[src/rtl/clock_divider_monitor_if.sv]
`default_nettype none
// +--------------------------------------------------------------------------+
// | Module   : clock_divider_monitor_if                                      |
// | Purpose  : Signal bundle between a divider source/observer and the       |
// |            clock_divider_monitor checker.                                |
// | Ports    : i_mon_en     - monitor enable                                 |
// |            i_div_clk    - divided clock under test (sampled as data)     |
// |            i_exp_ratio  - expected division ratio                        |
// |            o_valid      - one-cycle pulse per measured period            |
// |            o_high_cnt   - last high time (ref cycles)                    |
// |            o_low_cnt    - last low time (ref cycles)                     |
// |            o_period     - last period, high + low                        |
// |            o_mismatch   - pulse: period differs from expected ratio      |
// |            o_duty_err   - pulse: high/low differ by more than 1          |
// |            o_locked     - level: consecutive matching periods reached    |
// |            o_stall      - level: sticky no-edge indicator                |
// | Modports : master drives the inputs, slave is the monitor itself.        |
// | Revision : 1.0 - initial release                                         |
// +--------------------------------------------------------------------------+
interface clock_divider_monitor_if #(
  parameter int RATIO_WIDTH = 5
) ();

  logic                   i_mon_en;
  logic                   i_div_clk;
  logic [RATIO_WIDTH-1:0] i_exp_ratio;
  logic                   o_valid;
  logic [RATIO_WIDTH-1:0] o_high_cnt;
  logic [RATIO_WIDTH-1:0] o_low_cnt;
  logic [RATIO_WIDTH:0]   o_period;
  logic                   o_mismatch;
  logic                   o_duty_err;
  logic                   o_locked;
  logic                   o_stall;

  modport master (
    output i_mon_en, i_div_clk, i_exp_ratio,
    input  o_valid, o_high_cnt, o_low_cnt, o_period,
    input  o_mismatch, o_duty_err, o_locked, o_stall
  );

  modport slave (
    input  i_mon_en, i_div_clk, i_exp_ratio,
    output o_valid, o_high_cnt, o_low_cnt, o_period,
    output o_mismatch, o_duty_err, o_locked, o_stall
  );

endinterface
`default_nettype wire

[src/rtl/clock_divider_monitor.sv]
`default_nettype none
// +--------------------------------------------------------------------------+
// | Module   : clock_divider_monitor                                         |
// | Purpose  : Measures high time, low time and period of a divided clock in |
// |            reference-clock cycles, compares the period with the          |
// |            expected ratio and reports lock, mismatch, duty error, stall. |
// | Ports    : i_ref_clk - reference clock (only clock)                      |
// |            i_rst_n   - synchronous active-low reset                      |
// |            mon       - clock_divider_monitor_if.slave bundle             |
// | Revision : 1.0 - initial release                                         |
// +--------------------------------------------------------------------------+
module clock_divider_monitor #(
  parameter int RATIO_WIDTH = 5,
  parameter int LOCK_COUNT  = 4
) (
  input  wire logic               i_ref_clk,
  input  wire logic               i_rst_n,
  clock_divider_monitor_if.slave  mon
);

  localparam int LW = $clog2(LOCK_COUNT + 1);
  localparam logic [RATIO_WIDTH-1:0] c_cnt_max  = {RATIO_WIDTH{1'b1}};
  localparam logic [LW-1:0]          c_lock_max = LW'(LOCK_COUNT);

  typedef enum logic [1:0] {
    S_IDLE = 2'd0,
    S_HIGH = 2'd1,
    S_LOW  = 2'd2
  } state_t;

  state_t                 r_state;
  logic                   r_s1;
  logic                   r_s2;
  logic [RATIO_WIDTH-1:0] r_hi_cnt;
  logic [RATIO_WIDTH-1:0] r_lo_cnt;
  logic [LW-1:0]          r_lock_cnt;
  logic                   r_valid;
  logic [RATIO_WIDTH-1:0] r_high_out;
  logic [RATIO_WIDTH-1:0] r_low_out;
  logic [RATIO_WIDTH:0]   r_period;
  logic                   r_mismatch;
  logic                   r_duty_err;
  logic                   r_locked;
  logic                   r_stall;

  logic                   w_rise;
  logic                   w_fall;
  logic [RATIO_WIDTH:0]   w_sum;
  logic [RATIO_WIDTH-1:0] w_diff;
  logic                   w_duty_bad;
  logic                   w_cmp_en;
  logic                   w_match;
  logic [LW-1:0]          w_lock_inc;

  assign w_rise     = r_s1 & ~r_s2;
  assign w_fall     = ~r_s1 & r_s2;
  assign w_sum      = {1'b0, r_hi_cnt} + {1'b0, r_lo_cnt};
  assign w_diff     = (r_hi_cnt >= r_lo_cnt) ? (r_hi_cnt - r_lo_cnt) : (r_lo_cnt - r_hi_cnt);
  // A difference of exactly 1 is the normal shape of an odd ratio.
  assign w_duty_bad = (w_diff > RATIO_WIDTH'(1));
  // Ratios 0 and 1 mean the divider is bypassed; nothing meaningful to compare.
  assign w_cmp_en   = (mon.i_exp_ratio >= RATIO_WIDTH'(2));
  assign w_match    = (w_sum == {1'b0, mon.i_exp_ratio});
  assign w_lock_inc = (r_lock_cnt == c_lock_max) ? r_lock_cnt : (r_lock_cnt + 1'b1);

  always_ff @(posedge i_ref_clk) begin
    if (!i_rst_n) begin
      r_state    <= S_IDLE;
      r_s1       <= 1'b0;
      r_s2       <= 1'b0;
      r_hi_cnt   <= '0;
      r_lo_cnt   <= '0;
      r_lock_cnt <= '0;
      r_valid    <= 1'b0;
      r_high_out <= '0;
      r_low_out  <= '0;
      r_period   <= '0;
      r_mismatch <= 1'b0;
      r_duty_err <= 1'b0;
      r_locked   <= 1'b0;
      r_stall    <= 1'b0;
    end else begin
      // Synchroniser runs regardless of enable so re-enable sees true edges.
      r_s1       <= mon.i_div_clk;
      r_s2       <= r_s1;
      r_valid    <= 1'b0;
      r_mismatch <= 1'b0;
      r_duty_err <= 1'b0;

      if (!mon.i_mon_en) begin
        r_state    <= S_IDLE;
        r_hi_cnt   <= '0;
        r_lo_cnt   <= '0;
        r_lock_cnt <= '0;
        r_locked   <= 1'b0;
        r_stall    <= 1'b0;
      end else begin
        case (r_state)
          S_IDLE: begin
            if (w_rise) begin
              r_state  <= S_HIGH;
              r_hi_cnt <= RATIO_WIDTH'(1);
            end
          end

          S_HIGH: begin
            if (w_fall) begin
              r_state  <= S_LOW;
              r_lo_cnt <= RATIO_WIDTH'(1);
            end else if (r_hi_cnt == c_cnt_max) begin
              // Saturated without an edge: abandon the period rather than wrap.
              r_state    <= S_IDLE;
              r_stall    <= 1'b1;
              r_lock_cnt <= '0;
              r_locked   <= 1'b0;
            end else begin
              r_hi_cnt <= r_hi_cnt + 1'b1;
            end
          end

          S_LOW: begin
            if (w_rise) begin
              r_state    <= S_HIGH;
              r_hi_cnt   <= RATIO_WIDTH'(1);
              r_valid    <= 1'b1;
              r_high_out <= r_hi_cnt;
              r_low_out  <= r_lo_cnt;
              r_period   <= w_sum;
              r_stall    <= 1'b0;
              r_duty_err <= w_duty_bad;
              if (!w_cmp_en) begin
                r_lock_cnt <= '0;
                r_locked   <= 1'b0;
              end else if (w_match) begin
                r_lock_cnt <= w_lock_inc;
                r_locked   <= (w_lock_inc == c_lock_max);
              end else begin
                r_mismatch <= 1'b1;
                r_lock_cnt <= '0;
                r_locked   <= 1'b0;
              end
            end else if (r_lo_cnt == c_cnt_max) begin
              r_state    <= S_IDLE;
              r_stall    <= 1'b1;
              r_lock_cnt <= '0;
              r_locked   <= 1'b0;
            end else begin
              r_lo_cnt <= r_lo_cnt + 1'b1;
            end
          end

          default: r_state <= S_IDLE;
        endcase
      end
    end
  end

  assign mon.o_valid    = r_valid;
  assign mon.o_high_cnt = r_high_out;
  assign mon.o_low_cnt  = r_low_out;
  assign mon.o_period   = r_period;
  assign mon.o_mismatch = r_mismatch;
  assign mon.o_duty_err = r_duty_err;
  assign mon.o_locked   = r_locked;
  assign mon.o_stall    = r_stall;

endmodule
`default_nettype wire

[src/flat_wrapper.sv]
// flat-port wrapper written by rule: the top's interface ports become plain ports
module clock_divider_monitor_flat 
#(
  parameter int RATIO_WIDTH = 5,
  parameter int LOCK_COUNT  = 4
)
  (i_ref_clk, i_rst_n, mon_i_mon_en, mon_i_div_clk, mon_i_exp_ratio, mon_o_valid, mon_o_high_cnt, mon_o_low_cnt, mon_o_period, mon_o_mismatch, mon_o_duty_err, mon_o_locked, mon_o_stall);
  clock_divider_monitor_if #(.RATIO_WIDTH(RATIO_WIDTH)) mon_i ();
  input  wire logic i_ref_clk;
  input  wire logic i_rst_n;
  input wire logic [$bits(mon_i.i_mon_en)-1:0] mon_i_mon_en;
  input wire logic [$bits(mon_i.i_div_clk)-1:0] mon_i_div_clk;
  input wire logic [$bits(mon_i.i_exp_ratio)-1:0] mon_i_exp_ratio;
  output wire logic [$bits(mon_i.o_valid)-1:0] mon_o_valid;
  output wire logic [$bits(mon_i.o_high_cnt)-1:0] mon_o_high_cnt;
  output wire logic [$bits(mon_i.o_low_cnt)-1:0] mon_o_low_cnt;
  output wire logic [$bits(mon_i.o_period)-1:0] mon_o_period;
  output wire logic [$bits(mon_i.o_mismatch)-1:0] mon_o_mismatch;
  output wire logic [$bits(mon_i.o_duty_err)-1:0] mon_o_duty_err;
  output wire logic [$bits(mon_i.o_locked)-1:0] mon_o_locked;
  output wire logic [$bits(mon_i.o_stall)-1:0] mon_o_stall;
  assign mon_i.i_mon_en = mon_i_mon_en;
  assign mon_i.i_div_clk = mon_i_div_clk;
  assign mon_i.i_exp_ratio = mon_i_exp_ratio;
  assign mon_o_valid = mon_i.o_valid;
  assign mon_o_high_cnt = mon_i.o_high_cnt;
  assign mon_o_low_cnt = mon_i.o_low_cnt;
  assign mon_o_period = mon_i.o_period;
  assign mon_o_mismatch = mon_i.o_mismatch;
  assign mon_o_duty_err = mon_i.o_duty_err;
  assign mon_o_locked = mon_i.o_locked;
  assign mon_o_stall = mon_i.o_stall;
  clock_divider_monitor #(.RATIO_WIDTH(RATIO_WIDTH), .LOCK_COUNT(LOCK_COUNT)) u_core (.i_ref_clk(i_ref_clk), .i_rst_n(i_rst_n), .mon(mon_i));
endmodule
[config.mk]
export PLATFORM = sky130hd
export DESIGN_NAME = clock_divider_monitor_flat
export DESIGN_NICKNAME = d
export VERILOG_FILES = /design/src/rtl/clock_divider_monitor_if.sv /design/src/rtl/clock_divider_monitor.sv /design/src/flat_wrapper.sv
export SDC_FILE = /design/constraint.sdc
export NUM_CORES = 1
export LEC_CHECK = 0
export CAP_MARGIN = 25
export CORE_UTILIZATION = 60
export DETAILED_ROUTE_END_ITERATION = 8
export PLACE_DENSITY = 0.86
export SLEW_MARGIN = 30
export SYNTH_ARGS = -nofsm -noshare
export SYNTH_HDL_FRONTEND = slang
export SYNTH_SLANG_ARGS = --single-unit
export TNS_END_PERCENT = 1
[constraint.sdc]
create_clock -name i_ref_clk -period 6.8 [get_ports i_ref_clk]
set_clock_uncertainty 0.2 [all_clocks]
set_input_delay 1.36 -clock i_ref_clk [delete_from_list [all_inputs] [get_ports i_ref_clk]]
set_output_delay 1.36 -clock i_ref_clk [all_outputs]
set_load 0.01 [all_outputs]
==> results of run 1 <==
## layout make-up
type | instances | area (um^2)
fill | 286 | 970
tap | 48 | 60.1
clock buffer | 6 | 82.6
inverter | 20 | 75.1
clock inverter | 2 | 12.5
multi-input combinational | 220 | 1520
timing repair buffer | 29 | 290
sequential | 38 | 761
## path summary, 6_finish.rpt
path | endpoint | start
worst min register to register | u_core.mon.o_locked | u_core.mon.o_locked
worst max register to register | u_core.mon.o_locked | u_core.r_hi_cnt[1]
worst min-delay path | u_core.mon.o_locked | u_core.mon.o_locked
worst max-delay path | u_core.mon.o_locked | i_rst_n
## layout by cell type, fill, tap and decap left out, drive strengths merged, types with 3 or more instances in the layout
master         Yosys  final
ha                24     24
and2               5      5
nand2b             3      3
nor2              17     17
nand2             48     48
xnor2              5      5
inv               20     20
fa                 3      3
xor2               5      5
nor3               6      6
dfxtp             38     38
a211oi             3      3
a21boi            12     12
o21ai             12     12
clkbuf             6      6
clkdlybuf4s50      0     29
a21oi             26     26
nand3              9      9
and3               3      3
nor2b              3      3
or3                4      4
o211a              3      3
## critical path: stages
cell and delay (ps):
clkdlybuf4s50_1 840, nand2_1 490, or3_1 530, nor3_1 210, nand3_1 120, o21ai_1 140
## power groups by stage
stage | sequential, mW | clock, mW | combinational [mW]
detailed placement | 0.230 | 0 | 0.0284
global placement | 0.230 | 0 | 0.0279
finish | 0.225 | 0.164 | 0.0289
floorplan | 0.230 | 0 | 0.0197
CTS | 0.225 | 0.167 | 0.0287
global route | 0.225 | 0.176 | 0.0317
## metrics by stage
step	hold WS [ps]	util
4_1_cts	257	0.743
6_report	252	0.743
2_1_floorplan	265	-
5_1_grt	272	0.743
3_5_place_dp	247	0.718
3_3_place_gp	239	0.718
## Yosys cell counts (2+ instances only)
library cell,n,share of area
o21ai_0,7,0.014
or2_1,2,0.0052
nor2_1,16,0.025
xor2_1,5,0.018
buf_2,2,0.0041
maj3_2,2,0.0093
fa_1,3,0.025
nand2b_1,3,0.0077
nand3b_1,2,0.0062
nand3_1,9,0.019
xnor2_1,5,0.018
nor4_1,2,0.0052
nand4_1,2,0.0052
o2111a_1,2,0.0093
clkbuf_1,6,0.0093
a211oi_1,3,0.0093
buf_6,2,0.0093
mux2i_1,2,0.0083
buf_4,2,0.0062
o22ai_1,2,0.0052
a21boi_0,12,0.037
ha_1,24,0.12
and2_1,4,0.010
inv_1,19,0.029
nor2b_1,2,0.0052
o21ai_1,5,0.010
nor3_1,6,0.012
or3_1,4,0.010
o21a_1,2,0.0062
o211a_1,3,0.012
nand2_1,48,0.074
and3_1,3,0.0077
a21oi_1,25,0.052
dfxtp_1,38,0.31
## state kept, by name, indices dropped and copies added, names as in the netlist
| name | cells |
|---|---|
| u_core.mon.o_period | 6 |
| u_core.mon.o_high_cnt | 5 |
| u_core.mon.o_low_cnt | 5 |
| u_core.r_hi_cnt | 5 |
| u_core.r_lo_cnt | 5 |
| u_core.r_lock_cnt | 3 |
| u_core.r_state | 2 |
| u_core.mon.o_duty_err | 1 |
| u_core.mon.o_locked | 1 |
| u_core.mon.o_mismatch | 1 |
| u_core.mon.o_stall | 1 |
| u_core.mon.o_valid | 1 |
| u_core.r_s1 | 1 |
| u_core.r_s2 | 1 |
## cells by family after synthesis
logic type,count (synthesis)
and+or+nand+nor,106
AOI/OAI and AO/OA,72
DFF,38
adders and majority gates,29
muxes,2
buffers and inverters,32
xor gates and xnor gates,11
## routing by layer
metal | part of all wire | wire [um] | vias up
met5 | 0 | 0 | -
met1 | 0.46 | 2430 | 954
met3 | 0.047 | 248 | 12
met2 | 0.47 | 2460 | 61
met4 | 0.022 | 114 | 0
li1 | - | - | 1040
==> impl_metrics.toml, run 1 <==
[outcome]
status = "finished clean"

[global_routing]
gr-total-overflow = 0
grt_first_pass_wirelength_um = 8800
grt_max_degree = 22
grt_busiest_layer = "met2"
grt_pass1_vias = 1876
grtUsageMet3 = 0.0573
antenna_found_initial = 0
grt_use_met1 = 0.349
gr-usage-all-layers = 0.274
use_met2 = 0.437

[clocking]
cts.sinks = 38
cts.path.max_buffers = 2
cts_tree = "done"
cts_resized = 0
path_clk_slew_ps = 80
cts_root_buf = "clkbuf_8"
clkLatencyLatePin_ps = 300
postCtsHoldBufs = 0
postCtsSetupBuffers = 0
cts_buffers = 5
htreeDepth = 2

[timing]
worst-slew-pin-transition_ps = 677
drv_slew = 0
rsz0062_at_grt = "false"
fin_crit_sh = 0.536
fin_setup_tns_ps = 0
hold_viol_final = 0
timing.final.ws_setup_ps = 3150
max_freq_mhz = 274
timing.slew.headroom = 0.549
setup_viol = 0
finalCriticalPeriod_ps = 3650

[floorplanning]
die_w_um = 65.6
initial_core_util = 0.643
boundaryPins = 30
row_count = 22
die_y_um = 65.6
die_area_um2 = 4300
coreArea_um2 = 3770

[placement]
post-dp-hpwl_um = 3830
portBuffers = 29
dp_cells = 355
placed_area_um2 = 2710
dp_slack_ps = 2860
gp_congestion = 0.938

[route]
drt_first_iter_violations = 142
wl_per_cell_um = 14.5
dr_total_vias = 2067
route.detailed.drc = 0
drtPass1Iterations = 4
vias_per_cell = 5.69
postRouteAntennaNets = 0
routed_wl_um = 5250

[finish]
area_growth_pct = 15.5
nets = 350
drive_gt1_frac = 0.0603
finish.instance_area_um2 = 2800
final_cells = 363
n_antenna_cell = 0

[critical_path]
cp.required_ps = 6840
worst_setup_path_end_kind = "flop"
r2r_slack_ps = 4120
worstSetupPathType = "in -> reg"
crit_path_max_fanout = 21
arrival_ps = 3680
rr_worst_depth = 9
crit_path_start_kind = "input pin"

[flow_run]
max_cap_viol_count = 0

[synth]
synth_edf_count = 0
ys.flop_type = "dfxtp_1"
syn_inst = 290
ys_seq_area_frac = 0.314
synth_xor_area_frac = 0.0459
yosys.area_share.adder = 0.158
synth_compound_area_frac = 0.210
ys_ff_latch = 38
yosys_warnings = 0
async_flop_share = 0
synth_simple_gate_area_share = 0.205
postSynthAreaPerCell_um2 = 8.37
synth_mux_area_frac = 0.00825
synth_area_um2 = 2430
synth_fp_nets = 326
yosysUniqueCellTypes = 50
synth_top_family_by_area = "compound AO/OA/AOI/OAI gates"

[power]
max-vdd-ir-drop_mv = 0.134
leakagePower_nw = 1.11
pwr-share-clk = 0.392
comb_power_share = 0.069
pwr-share-seq = 0.539
swShare = 0.238
finalPower_uw = 418
power.density_nw_per_um2 = 149
internal_power_uw = 319
p_switching_uw = 99.6

[worst_hold_path]
hold-path-cell-count = 2
hp-class = "reg -> reg"
No activity file was read; power rests on OpenSTA's default activity.
==> run 2: changes to the inputs <==
- CORE_UTILIZATION: 60 -> 50
- PLACE_DENSITY: 0.86 -> 0.77
- clock period: 6.8 -> 3.1 ns (I/O delays scaled with it)
==> impl_metrics.toml, run 2 (synthesis results as in run 1) <==
[outcome]
status = "finished clean"

[finish]
n_antenna_cell = 0
final_cells = 371
layout_commonest_cell = "nand2_1"
drive_gt1_frac = 0.0690
fillCellCount = 406
mostFrequentLayoutCells = "nand2_1, dfxtp_1, clkdlybuf4s50_1, a21oi_1, ha_1"
nets = 354
area_growth_pct = 16.8
largest_register_ff_count = 6

[timing]
fin_crit_sh = 0.845
fin_setup_tns_ps = 0
timing.slew.headroom = 0.640
timing.final.ws_setup_ps = 482
rsz0062_at_grt = "false"
hold_viol_final = 0
max_freq_mhz = 382
drv_slew = 0
setup_viol = 0
worst-slew-pin-transition_ps = 538
finalCriticalPeriod_ps = 2620
holdWs_ps = 259

[clocking]
cts.sinks = 38
path_clk_slew_ps = 80
cts_resized = 0
cts_buffers = 5
clkLatencyLatePin_ps = 300
cts_tree = "done"
htreeDepth = 2
postCtsHoldBufs = 0
postCtsSetupBuffers = 0
cts.path.max_buffers = 2
cts_root_buf = "clkbuf_8"

[critical_path]
arrival_ps = 2650
crit_slowest_cell = "dfxtp_1"
cpMostUsedCell = "ha_1"
crit_path_start_kind = "flop"
r2r-end = "u_core.mon.o_locked"
worstReg2RegStart = "u_core.r_hi_cnt[1]"
cp.required_ps = 3130
path_buf_inv = 0
rr_worst_depth = 9
crit_family = "simple AND/OR/NAND/NOR gates"
slowest_delay_ps = 530
r2r_slack_ps = 480
worst_setup_path_end_kind = "flop"
crit_path_max_fanout = 8
crit_chain = "ha_1, and3_1, ha_1, nand2b_1, nand4_1, or3_1, nor3_1, nand3_1, o21ai_1"
worstSetupPathType = "reg -> reg"

[route]
route.detailed.drc = 0
routed_wl_um = 5320
wl_per_cell_um = 14.3
vias_per_cell = 5.52
drt_first_iter_violations = 52
dr_total_vias = 2048
drtPass1Iterations = 4
postRouteAntennaNets = 0

[floorplanning]
die_w_um = 71.7
boundaryPins = 30
row_count = 24
die_y_um = 71.7
initial_core_util = 0.539
coreArea_um2 = 4500
die_area_um2 = 5130

[worst_hold_path]
hold_path_startpoint = "u_core.mon.o_low_cnt[0]"
hold-path-cell-count = 2
worstHoldEndpoint = "u_core.mon.o_low_cnt[0]"
hp-class = "reg -> reg"

[placement]
post-dp-hpwl_um = 4070
dp_cells = 363
portBuffers = 29
gp_congestion = 0.854
dp_slack_ps = 535

[power]
max-vdd-ir-drop_mv = 0.235
finalPower_uw = 917
power.density_nw_per_um2 = 324
leakagePower_nw = 1.14

[global_routing]
grt_first_pass_wirelength_um = 8970
antenna_found_initial = 0
grt_max_degree = 21
grt_pass1_vias = 1955
gr-usage-all-layers = 0.226
gr-total-overflow = 0

[flow_run]
max_cap_viol_count = 0
[run 2: power breakdown]
group	leakage, nW	total, mW	internal, mW	switching [mW]
logic	0.781	0.0661	0.0321	0.0340
registers	0.307	0.494	0.490	0.00359
clock network	0.0482	0.357	0.179	0.177
[run 2: worst reg2reg max path: cells and delay by family (launching register included)]
family                     cells  cell delay (ps)
adders and majority gates      2              400
DFF                            1              530
AOI/OAI and AO/OA              1              150
and+or+nand+nor                6             1270
[run 2: worst max path at each step]
stage | cells after the start | from | end
after floorplan | 8 | u_core.r_lo_cnt[0] | u_core.mon.o_mismatch
after global placement | 9 | u_core.r_hi_cnt[1] | u_core.mon.o_locked
after detailed placement | 9 | u_core.r_hi_cnt[1] | u_core.mon.o_locked
after CTS | 9 | u_core.r_hi_cnt[1] | u_core.mon.o_locked
after global routing | 9 | u_core.r_hi_cnt[1] | u_core.mon.o_locked
final | 9 | u_core.r_hi_cnt[1] | u_core.mon.o_locked
[run 2: through the flow]
stage | utilization | cell area (um^2)
3_5_place_dp | 0.609 | 2740
5_1_grt | 0.629 | 2830
3_3_place_gp | 0.609 | 2740
4_1_cts | 0.629 | 2830
6_report | 0.629 | 2830
2_1_floorplan | - | 2430
[run 2: cell type report]
type,count,area (um^2),share of cell area
Multi-Input combinational cell,220,1520,0.537
Sequential cell,38,761,0.269
Timing Repair Buffer,33,320,0.113
Tap cell,52,65.1,0.0230
Clock inverter,1,5.00,0.00177
Inverter,20,75.1,0.0265
Clock buffer,7,86.3,0.0305
[run 2: routing by layer]
metal	part of all wire	vias up	GRT usage
met5	0	-	0
li1	-	1052	-
met2	0.47	40	0.374
met4	0.012	0	0.0850
met3	0.040	7	0.0408
met1	0.47	949	0.292
